<file path="config.mk">
export PLATFORM = sky130hd
export DESIGN_NAME = ps2_operand_entry
export DESIGN_NICKNAME = d
export VERILOG_FILES = /design/src/rtl/ps2_operand_entry.sv
export SDC_FILE = /design/constraint.sdc
export NUM_CORES = 1
export LEC_CHECK = 0
export CORE_MARGIN = 2
export CORE_UTILIZATION = 55
export DETAILED_ROUTE_END_ITERATION = 8
export GPL_TIMING_DRIVEN = 0
export HOLD_SLACK_MARGIN = 0.15
export PLACE_DENSITY = 0.81
export RECOVER_POWER = 100
export SLEW_MARGIN = 20
export SYNTH_ARGS = -nofsm -noshare
export SYNTH_HDL_FRONTEND = slang
export SYNTH_SLANG_ARGS = --single-unit
</file>
<file path="constraint.sdc">
create_clock -name clk -period 3.47 [get_ports clk]
set_input_delay 0.5205 -clock clk [delete_from_list [all_inputs] [get_ports clk]]
set_output_delay 0.5205 -clock clk [all_outputs]
set_load 0.01 [all_outputs]
</file>
<file path="src/rtl/ps2_operand_entry.sv">
// PS/2 scan code set 2 keystroke decoder feeding the ALU operand registers.
// Handles F0/E0 prefixes, typematic suppression and the A/op/B/Enter flow.
module ps2_operand_entry #(
    parameter int DIGITS = 4
) (
    input  logic                clk,
    input  logic                rst_n,
    input  logic [7:0]          code,
    input  logic                code_valid,
    output logic [4*DIGITS-1:0] entry,
    output logic [4*DIGITS-1:0] operand_a,
    output logic [4*DIGITS-1:0] operand_b,
    output logic [1:0]          opcode,
    output logic                go,
    output logic                err,
    output logic [1:0]          state
);

    localparam int W  = 4 * DIGITS;
    localparam int CW = $clog2(DIGITS + 1);

    typedef enum logic [1:0] {
        ENTER_A = 2'b00,
        ENTER_B = 2'b01,
        DONE    = 2'b10
    } state_t;

    state_t         state_q, state_d;
    logic           brk_q, brk_d;
    logic           ext_q, ext_d;
    logic [7:0]     held_code_q, held_code_d;
    logic           held_ext_q, held_ext_d;
    logic           held_vld_q, held_vld_d;
    logic [CW-1:0]  cnt_q, cnt_d;
    logic [W-1:0]   entry_q, entry_d;
    logic [W-1:0]   opa_q, opa_d;
    logic [W-1:0]   opb_q, opb_d;
    logic [1:0]     opc_q, opc_d;
    logic           go_q, go_d;
    logic           err_q, err_d;

    logic           dig_hit;
    logic [3:0]     dig_val;
    logic           op_hit;
    logic [1:0]     op_val;
    logic           enter_hit;
    logic           bs_hit;
    logic           esc_hit;
    logic           held_match;

    assign held_match = held_vld_q && held_code_q == code &&
                        held_ext_q == ext_q;

    always_comb begin
        dig_hit = 1'b1;
        dig_val = 4'd0;
        unique case (code)
            8'h45, 8'h70: dig_val = 4'd0;
            8'h16, 8'h69: dig_val = 4'd1;
            8'h1E, 8'h72: dig_val = 4'd2;
            8'h26, 8'h7A: dig_val = 4'd3;
            8'h25, 8'h6B: dig_val = 4'd4;
            8'h2E, 8'h73: dig_val = 4'd5;
            8'h36, 8'h74: dig_val = 4'd6;
            8'h3D, 8'h6C: dig_val = 4'd7;
            8'h3E, 8'h75: dig_val = 4'd8;
            8'h46, 8'h7D: dig_val = 4'd9;
            default:      dig_hit = 1'b0;
        endcase
        if (ext_q) dig_hit = 1'b0;
    end

    always_comb begin
        op_hit    = 1'b0;
        op_val    = 2'b00;
        enter_hit = 1'b0;
        bs_hit    = 1'b0;
        esc_hit   = 1'b0;
        if (ext_q) begin
            op_hit    = code == 8'h4A;
            op_val    = 2'b11;
            enter_hit = code == 8'h5A;
        end else begin
            unique case (code)
                8'h79:   op_hit = 1'b1;
                8'h7B:   begin op_hit = 1'b1; op_val = 2'b01; end
                8'h7C:   begin op_hit = 1'b1; op_val = 2'b10; end
                8'h5A:   enter_hit = 1'b1;
                8'h66:   bs_hit = 1'b1;
                8'h76:   esc_hit = 1'b1;
                default: ;
            endcase
        end
    end

    always_comb begin
        state_d     = state_q;
        brk_d       = brk_q;
        ext_d       = ext_q;
        held_code_d = held_code_q;
        held_ext_d  = held_ext_q;
        held_vld_d  = held_vld_q;
        cnt_d       = cnt_q;
        entry_d     = entry_q;
        opa_d       = opa_q;
        opb_d       = opb_q;
        opc_d       = opc_q;
        go_d        = 1'b0;
        err_d       = 1'b0;
        if (code_valid) begin
            if (code == 8'hF0) begin
                brk_d = 1'b1;
            end else if (code == 8'hE0) begin
                ext_d = 1'b1;
            end else begin
                brk_d = 1'b0;
                ext_d = 1'b0;
                if (brk_q) begin
                    if (held_match) held_vld_d = 1'b0;
                end else if (!held_match) begin
                    held_code_d = code;
                    held_ext_d  = ext_q;
                    held_vld_d  = 1'b1;
                    unique case (1'b1)
                        esc_hit: begin
                            state_d     = ENTER_A;
                            held_code_d = '0;
                            held_ext_d  = 1'b0;
                            held_vld_d  = 1'b0;
                            cnt_d       = '0;
                            entry_d     = '0;
                            opa_d       = '0;
                            opb_d       = '0;
                            opc_d       = 2'b00;
                        end
                        dig_hit: begin
                            if (state_q == DONE) begin
                                opa_d   = '0;
                                opb_d   = '0;
                                entry_d = W'(dig_val);
                                cnt_d   = CW'(1);
                                state_d = ENTER_A;
                            end else if (cnt_q < CW'(DIGITS)) begin
                                entry_d = (entry_q << 4) | W'(dig_val);
                                cnt_d   = cnt_q + CW'(1);
                            end else begin
                                err_d = 1'b1;
                            end
                        end
                        bs_hit: begin
                            if (state_q != DONE && cnt_q != '0) begin
                                entry_d = entry_q >> 4;
                                cnt_d   = cnt_q - CW'(1);
                            end
                        end
                        op_hit: begin
                            if (state_q == ENTER_A) begin
                                opa_d   = entry_q;
                                opc_d   = op_val;
                                entry_d = '0;
                                cnt_d   = '0;
                                state_d = ENTER_B;
                            end else if (state_q == ENTER_B &&
                                         cnt_q == '0) begin
                                opc_d = op_val;
                            end
                        end
                        enter_hit: begin
                            // Enter only commits once operand A is latched
                            if (state_q == ENTER_B) begin
                                opb_d   = entry_q;
                                go_d    = 1'b1;
                                entry_d = '0;
                                cnt_d   = '0;
                                state_d = DONE;
                            end
                        end
                        default: ;
                    endcase
                end
            end
        end
    end

    always_ff @(posedge clk) begin
        if (!rst_n) begin
            state_q     <= ENTER_A;
            brk_q       <= 1'b0;
            ext_q       <= 1'b0;
            held_code_q <= '0;
            held_ext_q  <= 1'b0;
            held_vld_q  <= 1'b0;
            cnt_q       <= '0;
            entry_q     <= '0;
            opa_q       <= '0;
            opb_q       <= '0;
            opc_q       <= 2'b00;
            go_q        <= 1'b0;
            err_q       <= 1'b0;
        end else begin
            state_q     <= state_d;
            brk_q       <= brk_d;
            ext_q       <= ext_d;
            held_code_q <= held_code_d;
            held_ext_q  <= held_ext_d;
            held_vld_q  <= held_vld_d;
            cnt_q       <= cnt_d;
            entry_q     <= entry_d;
            opa_q       <= opa_d;
            opb_q       <= opb_d;
            opc_q       <= opc_d;
            go_q        <= go_d;
            err_q       <= err_d;
        end
    end

    assign entry     = entry_q;
    assign operand_a = opa_q;
    assign operand_b = opb_q;
    assign opcode    = opc_q;
    assign go        = go_q;
    assign err       = err_q;
    assign state     = state_q;

endmodule

</file>
==> results.py, run 1 <==
metrics = {
    "pwr": {
        "p_per_area_nw_per_um2": 366,
        "ir_drop_v": 0.000189,
        "post-layout-total-power_mw": 1.90,
        "p_leak_nw": 1.92,
    },
    "global_route": {
        "grt_pass1_vias": 3988,
        "antenna_found_initial": 0,
        "grt_first_pass_wirelength_um": 19900,
        "grt_max_degree": 13,
        "gr-total-overflow": 0,
        "grt_use_total": 0.294,
    },
    "die": {
        "fp.coreArea_um2": 7330,
        "die_h_um": 91.5,
        "start_util": 0.574,
        "row_count": 31,
        "dieArea_um2": 8370,
        "ios": 65,
        "die_w_um": 91.5,
    },
    "timing": {
        "skew_ps": 12.1,
        "finalWorstSetupSlack_ps": 205,
        "finalSetupViolations": 0,
        "slew_violations": 0,
        "final_hold_viol_count": 0,
        "relSlewSlack": 0.502,
        "worstMarginPinSlew_ps": 746,
        "min_period_ps": 3270,
        "rsz0062_at_grt": "no",
        "fmax_ghz": 0.306,
        "fin_crit_sh": 0.941,
    },
    "synth": {
        "yosys_warnings": 0,
        "synthFlopType": "dfxtp_1",
        "synthTopCellsByArea": "dfxtp_1 33%, nand2_1 6.9%, a311o_1 4.5%, nor4b_1 4.2%, mux2i_1 3.8%",
        "ys_ff_latch": 69,
        "synthArstFlopShare": 0,
        "synth_edf_count": 0,
        "synth_top_area_share": 0.328,
        "yosysSeqAreaShare": 0.328,
        "synthCells": 507,
        "synthesis.area_um2": 4210,
        "syn-num-nets": 522,
        "yosys.area.top_type": "dfxtp_1",
        "avgSynthCellArea_um2": 8.30,
        "synth.distinct_cells": 72,
    },
    "setup_path": {
        "end_kind": "flip-flop",
        "crit_slowest_cell": "clkdlybuf4s50_1",
        "crit_type": "input port to flip-flop",
        "cp_slowest_stage_delay_ps": 440,
        "path_cells": "clkdlybuf4s50_1 > buf_2 > buf_2 > nor4bb_2 > a311o_1 > a31oi_4 > nand2_1 > nor2_1 > clkbuf_1 > a311o_1",
        "startpoint_type": "input port",
        "crit_buf_inv": 4,
        "cp_data_arrival_time_ps": 3570,
        "cp_top_family": "buffers and inverters",
        "required_ps": 3770,
        "crit_fanout": 10,
    },
    "cts": {
        "max-clock-path-buffers": 2,
        "insertion_delay_ps": 360,
        "cts_tree": "done",
        "cts.sinks": 69,
        "clockRootBuffer": "clkbuf_8",
        "clk_pin_slew_worst_paths_ps": 80,
        "numCtsBuffers": 9,
        "htree_levels": 3,
        "cts_hold_buf": 0,
    },
    "cells_and_area": {
        "fill_cells": 617,
        "antenna_cells": 0,
        "drive_above_1_share": 0.108,
        "regArea_um2": 1380,
        "multi_input_comb_area_um2": 2470,
        "nets": 596,
        "synthToLayoutAreaGrowth_pct": 23.5,
    },
    "placed_design": {
        "port_buffers": 61,
        "gp_congestion": 0.963,
        "post-dp-hpwl_um": 8870,
        "detailedPlace.worstSlack_ps": -195,
    },
    "routing": {
        "ant_nets": 0,
        "firstDrtPassIters": 5,
        "drc": 0,
        "drt_wl_total_um": 12200,
        "vias_per_cell": 6.29,
        "drt-initial-drc-count": 330,
        "wl_per_cell_um": 17.8,
        "vias": 4310,
    },
    "outcome": {
        "outcome": "finished clean",
    },
    "worst_hold_path": {
        "min_path_type": "flip-flop to flip-flop",
    },
    "flow_run": {
        "max_cap_viol_count": 0,
    },
}
## synthesized netlist by cell type (all sizes together) (3+ instances only)
cell type	instances
a2111oi	4
a211oi	9
a21oi	22
a221oi	22
a311o	19
a32o	4
and2	7
buf	27
clkbuf	23
dfxtp	69
ha	4
inv	25
mux2i	16
nand2	77
nand2b	11
nand3	20
nand3b	4
nand4bb	6
nor2	30
nor3	13
nor4	10
nor4b	21
o21ai	8
o31ai	4
or3b	3
or4	3
xor2	8
## cell type report
type / count / area share
multi-input combinational: 363 / 0.476
sequential: 69 / 0.266
buffer: 50 / 0.0515
clock inverter: 5 / 0.0157
inverter: 25 / 0.0181
clock buffer: 11 / 0.0291
timing repair buffer: 63 / 0.120
tap: 99 / 0.0238
## where the power goes
group	total [mW]	switching [mW]	internal, mW
Clock	0.777	0.332	0.445
Sequential	0.849	0.0344	0.815
Combinational	0.274	0.166	0.108
Total	1.90	0.533	1.37
## cells in the final DEF, fill, tap and decap left out, types with 3 or more instances in the layout
master,count
and2_1,7
or4_1,3
nor2_1,30
nand3b_1,4
xor2_1,8
nand2b_1,11
a2111oi_0,3
mux2i_1,16
nand3_1,20
o31ai_1,3
a211oi_1,7
clkbuf_1,23
inv_1,24
o21ai_1,3
dlygate4sd3_1,54
a221oi_1,18
buf_4,12
nor3_1,12
a21oi_1,22
nand2_1,77
clkdlybuf4s50_1,7
a221oi_2,4
buf_2,13
o21ai_0,4
a32o_1,4
a311o_1,19
clkbuf_8,11
nor4b_1,20
nor4_1,10
ha_1,4
dfxtp_1,69
nand4bb_1,6
## metal layers
| metal | wire [µm] | GRT usage | up-vias |
|---|---|---|---|
| met5 | 0 | 0 | - |
| met4 | 359 | 0.125 | 0 |
| met3 | 703 | 0.0465 | 30 |
| met2 | 5980 | 0.500 | 185 |
| met1 | 5140 | 0.367 | 2051 |
| li1 | - | - | 2044 |
## worst paths after layout
kind / from / end / slack, ps / cells after the start
max: code[6] / operand_a[9] / 200 / 10
min: operand_b[9] / operand_b[9] / 450 / 2
max reg2reg: ext_q / operand_a[9] / 530 / 8
min reg2reg: operand_b[9] / operand_b[9] / 450 / 2
## flip-flops by register name, indices dropped and copies added, names as in the netlist
signal       flops
ext_q            1
held_code_q      8
cnt_q            3
entry           16
operand_b       16
err              1
held_vld_q       1
state            2
go               1
brk_q            1
operand_a       16
opcode           2
held_ext_q       1
## worst register-to-register path, delay by kind of cell, from the launching register on
kind | cells | cell delay (ps)
buffers and inverters | 2 | 740
xor gates and xnor gates | 1 | 150
DFF | 1 | 340
AOI/OAI and AO/OA | 2 | 690
and+or+nand+nor | 3 | 910
## stage by stage
stage / cells / instance area, µm² / hold WS (ps) / utilization / TNS, ps
5_1_grt: 685 / 5200 / 476 / 0.709 / 0
6_report: 685 / 5200 / 453 / 0.709 / 0
2_1_floorplan: 507 / 4210 / 444 / - / 0
4_1_cts: 683 / 5170 / 460 / 0.706 / 0
3_3_place_gp: 667 / 4940 / 442 / 0.674 / -2420
3_5_place_dp: 667 / 4940 / 447 / 0.674 / -4060
## logic make-up after synthesis
kind of cell | after synthesis | synth area share
AO/OA/AOI/OAI | 118 | 0.238
buffers and inverters | 75 | 0.0859
AND/OR/NAND/NOR | 216 | 0.280
multiplexers | 16 | 0.0381
XOR/XNOR | 9 | 0.0187
flip-flops | 69 | 0.328
adder cells (fa/ha/maj) | 4 | 0.0119
## timing repair
action,CTS,global route
resized for setup,0,1
setup endpoints to repair,0,16
buffers inserted,0,2
No activity file was read; power rests on OpenSTA's default activity.
==> run 2: changes to the inputs <==
- SKIP_LAST_GASP: unset -> 1
==> results of run 2 <==
The final DEF is identical to that of run 1; final timing and power are the same.
==> run 3: changes to the inputs <==
- CORE_ASPECT_RATIO: unset -> 1.25
==> run 3 against run 2 <==
Non-clock buffer count is 2 higher. Register-to-register slack worse by 80 ps. Sequential power hardly changed. Total power is 7.9% lower.
==> results.py, run 3 (synthesized netlist as in run 1, its figures left out) <==
metrics = {
    "cells_and_area": {
        "nets": 598,
        "final_common_cell": "nand2_1",
        "antenna_cells": 0,
        "final_cell_mix": "77 x nand2_1, 69 x dfxtp_1, 54 x dlygate4sd3_1, 30 x nor2_1",
        "drive_above_1_share": 0.107,
        "multi_input_comb_area_um2": 2470,
        "synthToLayoutAreaGrowth_pct": 22.4,
        "fill_cells": 614,
        "regArea_um2": 1380,
    },
    "timing": {
        "worstMarginPinSlew_ps": 735,
        "skew_ps": 12.0,
        "fin_crit_sh": 0.960,
        "final_hold_viol_count": 0,
        "relSlewSlack": 0.509,
        "min_period_ps": 3330,
        "fmax_ghz": 0.300,
        "slew_violations": 0,
        "rsz0062_at_grt": "no",
        "finalSetupViolations": 0,
        "setup_tns_ps": 0,
    },
    "pwr": {
        "ir_drop_v": 0.000235,
        "p_leak_nw": 1.91,
        "post-layout-total-power_mw": 1.75,
        "p_per_area_nw_per_um2": 340,
    },
    "cts": {
        "insertion_delay_ps": 350,
        "max-clock-path-buffers": 2,
        "clk_pin_slew_worst_paths_ps": 70,
        "numCtsBuffers": 9,
        "htree_levels": 3,
        "cts_tree": "done",
        "cts.sinks": 69,
        "clockRootBuffer": "clkbuf_8",
    },
    "die": {
        "dieArea_um2": 8370,
        "ios": 65,
        "start_util": 0.569,
        "die_w_um": 82.2,
        "fp.coreArea_um2": 7400,
        "die_h_um": 102,
        "row_count": 35,
    },
    "global_route": {
        "grt_max_degree": 12,
        "grt_use_total": 0.304,
        "grt_pass1_vias": 4134,
        "grt_first_pass_wirelength_um": 19700,
        "gr-total-overflow": 0,
        "antenna_found_initial": 0,
    },
    "setup_path": {
        "reg2regPathDepth": 8,
        "r2r_end": "operand_a[6]",
        "critPathLaunch": "code[6]",
        "crit_end": "operand_a[6]",
        "end_kind": "flip-flop",
        "crit_type": "input port to flip-flop",
        "regToRegStartpoint": "ext_q",
        "cp_data_arrival_time_ps": 3560,
        "required_ps": 3700,
        "startpoint_type": "input port",
        "crit_fanout": 10,
        "ff2ff_setup_slack_ps": 450,
    },
    "routing": {
        "ant_nets": 0,
        "vias_per_cell": 6.29,
        "drc": 0,
        "firstDrtPassIters": 6,
        "wl_per_cell_um": 18.0,
        "vias": 4271,
        "drt_wl_total_um": 12200,
        "drt-initial-drc-count": 339,
    },
    "flow_run": {
        "max_cap_viol_count": 0,
    },
    "placed_design": {
        "post-dp-hpwl_um": 9100,
        "gp_congestion": 0.935,
        "port_buffers": 61,
    },
    "outcome": {
        "outcome": "finished clean",
    },
    "worst_hold_path": {
        "min_path_type": "flip-flop to flip-flop",
        "min_path_cells": 2,
    },
}
run 3: cell types whose count changed in the layout (fill, tap and decap cells not counted), sizes merged:
| cell | previous run | this run |
|---|---|---|
| clkinv | 1 | 3 |
| bufinv | 2 | 1 |
| buf | 29 | 31 |
| inv | 26 | 25 |
| clkbuf | 34 | 33 |
run 3: worst min path at each step:
stage | slack [ps] | endpoint | start
3_3_place_gp | 440 | operand_b[14] | operand_b[14]
2_1_floorplan | 440 | held_code_q[2] | held_code_q[2]
3_5_place_dp | 450 | opcode[1] | opcode[1]
5_1_grt | 480 | operand_b[14] | operand_b[14]
6_report | 460 | operand_b[6] | operand_b[6]
4_1_cts | 460 | operand_b[6] | operand_b[6]
run 3: layout make-up:
class	count	area share
plain buffers	50	0.0520
clock buffers	10	0.0248
clock inverters	5	0.0102
inverters	25	0.0182
multi-input cells	363	0.480
flip-flops and latches	69	0.268
well taps	92	0.0224
repair buffers	65	0.124
run 3: repair_timing:
item,4_1_cts,5_1_grt
endpoints found under the hold margin,0,0
setup endpoints to repair,0,20
hold buffers,0,0
buffers inserted,0,4
gates resized for setup,0,1
run 3: worst max-delay path, cell delays in order:
cell and delay, ps:
clkdlybuf4s50_1 500, buf_2 210, buf_2 270, xor2_1 100
nor4_1 610, a31oi_4 300, nand2_1 210, nor2_1 140
clkbuf_1 290, a311o_1 400
run 3: through the flow:
step                utilization  area, µm²  instances  hold slack [ps]  worst slack [ps]
floorplan                     -       4210        507              444               775
global placement          0.667       4930        660              441              -150
detailed placement        0.667       4930        660              452              -244
CTS                       0.691       5110        675              462               116
global route              0.696       5150        679              482              1.95
finish                    0.696       5150        679              456               140
run 3: where the power goes:
group	internal (mW)	switching [mW]	leakage (nW)
clock	0.324	0.300	0.0919
sequential	0.815	0.0352	0.560
combinational	0.108	0.167	1.26
total	1.25	0.503	1.91
run 3: per-layer routing:
metal / GRT usage / vias to the layer above / routed length [µm]
met5: 0 / - / 0
met4: 0.201 / 0 / 712
met3: 0.0481 / 44 / 579
met2: 0.520 / 181 / 6070
met1: 0.342 / 2003 / 4860
li1: - / 2043 / -
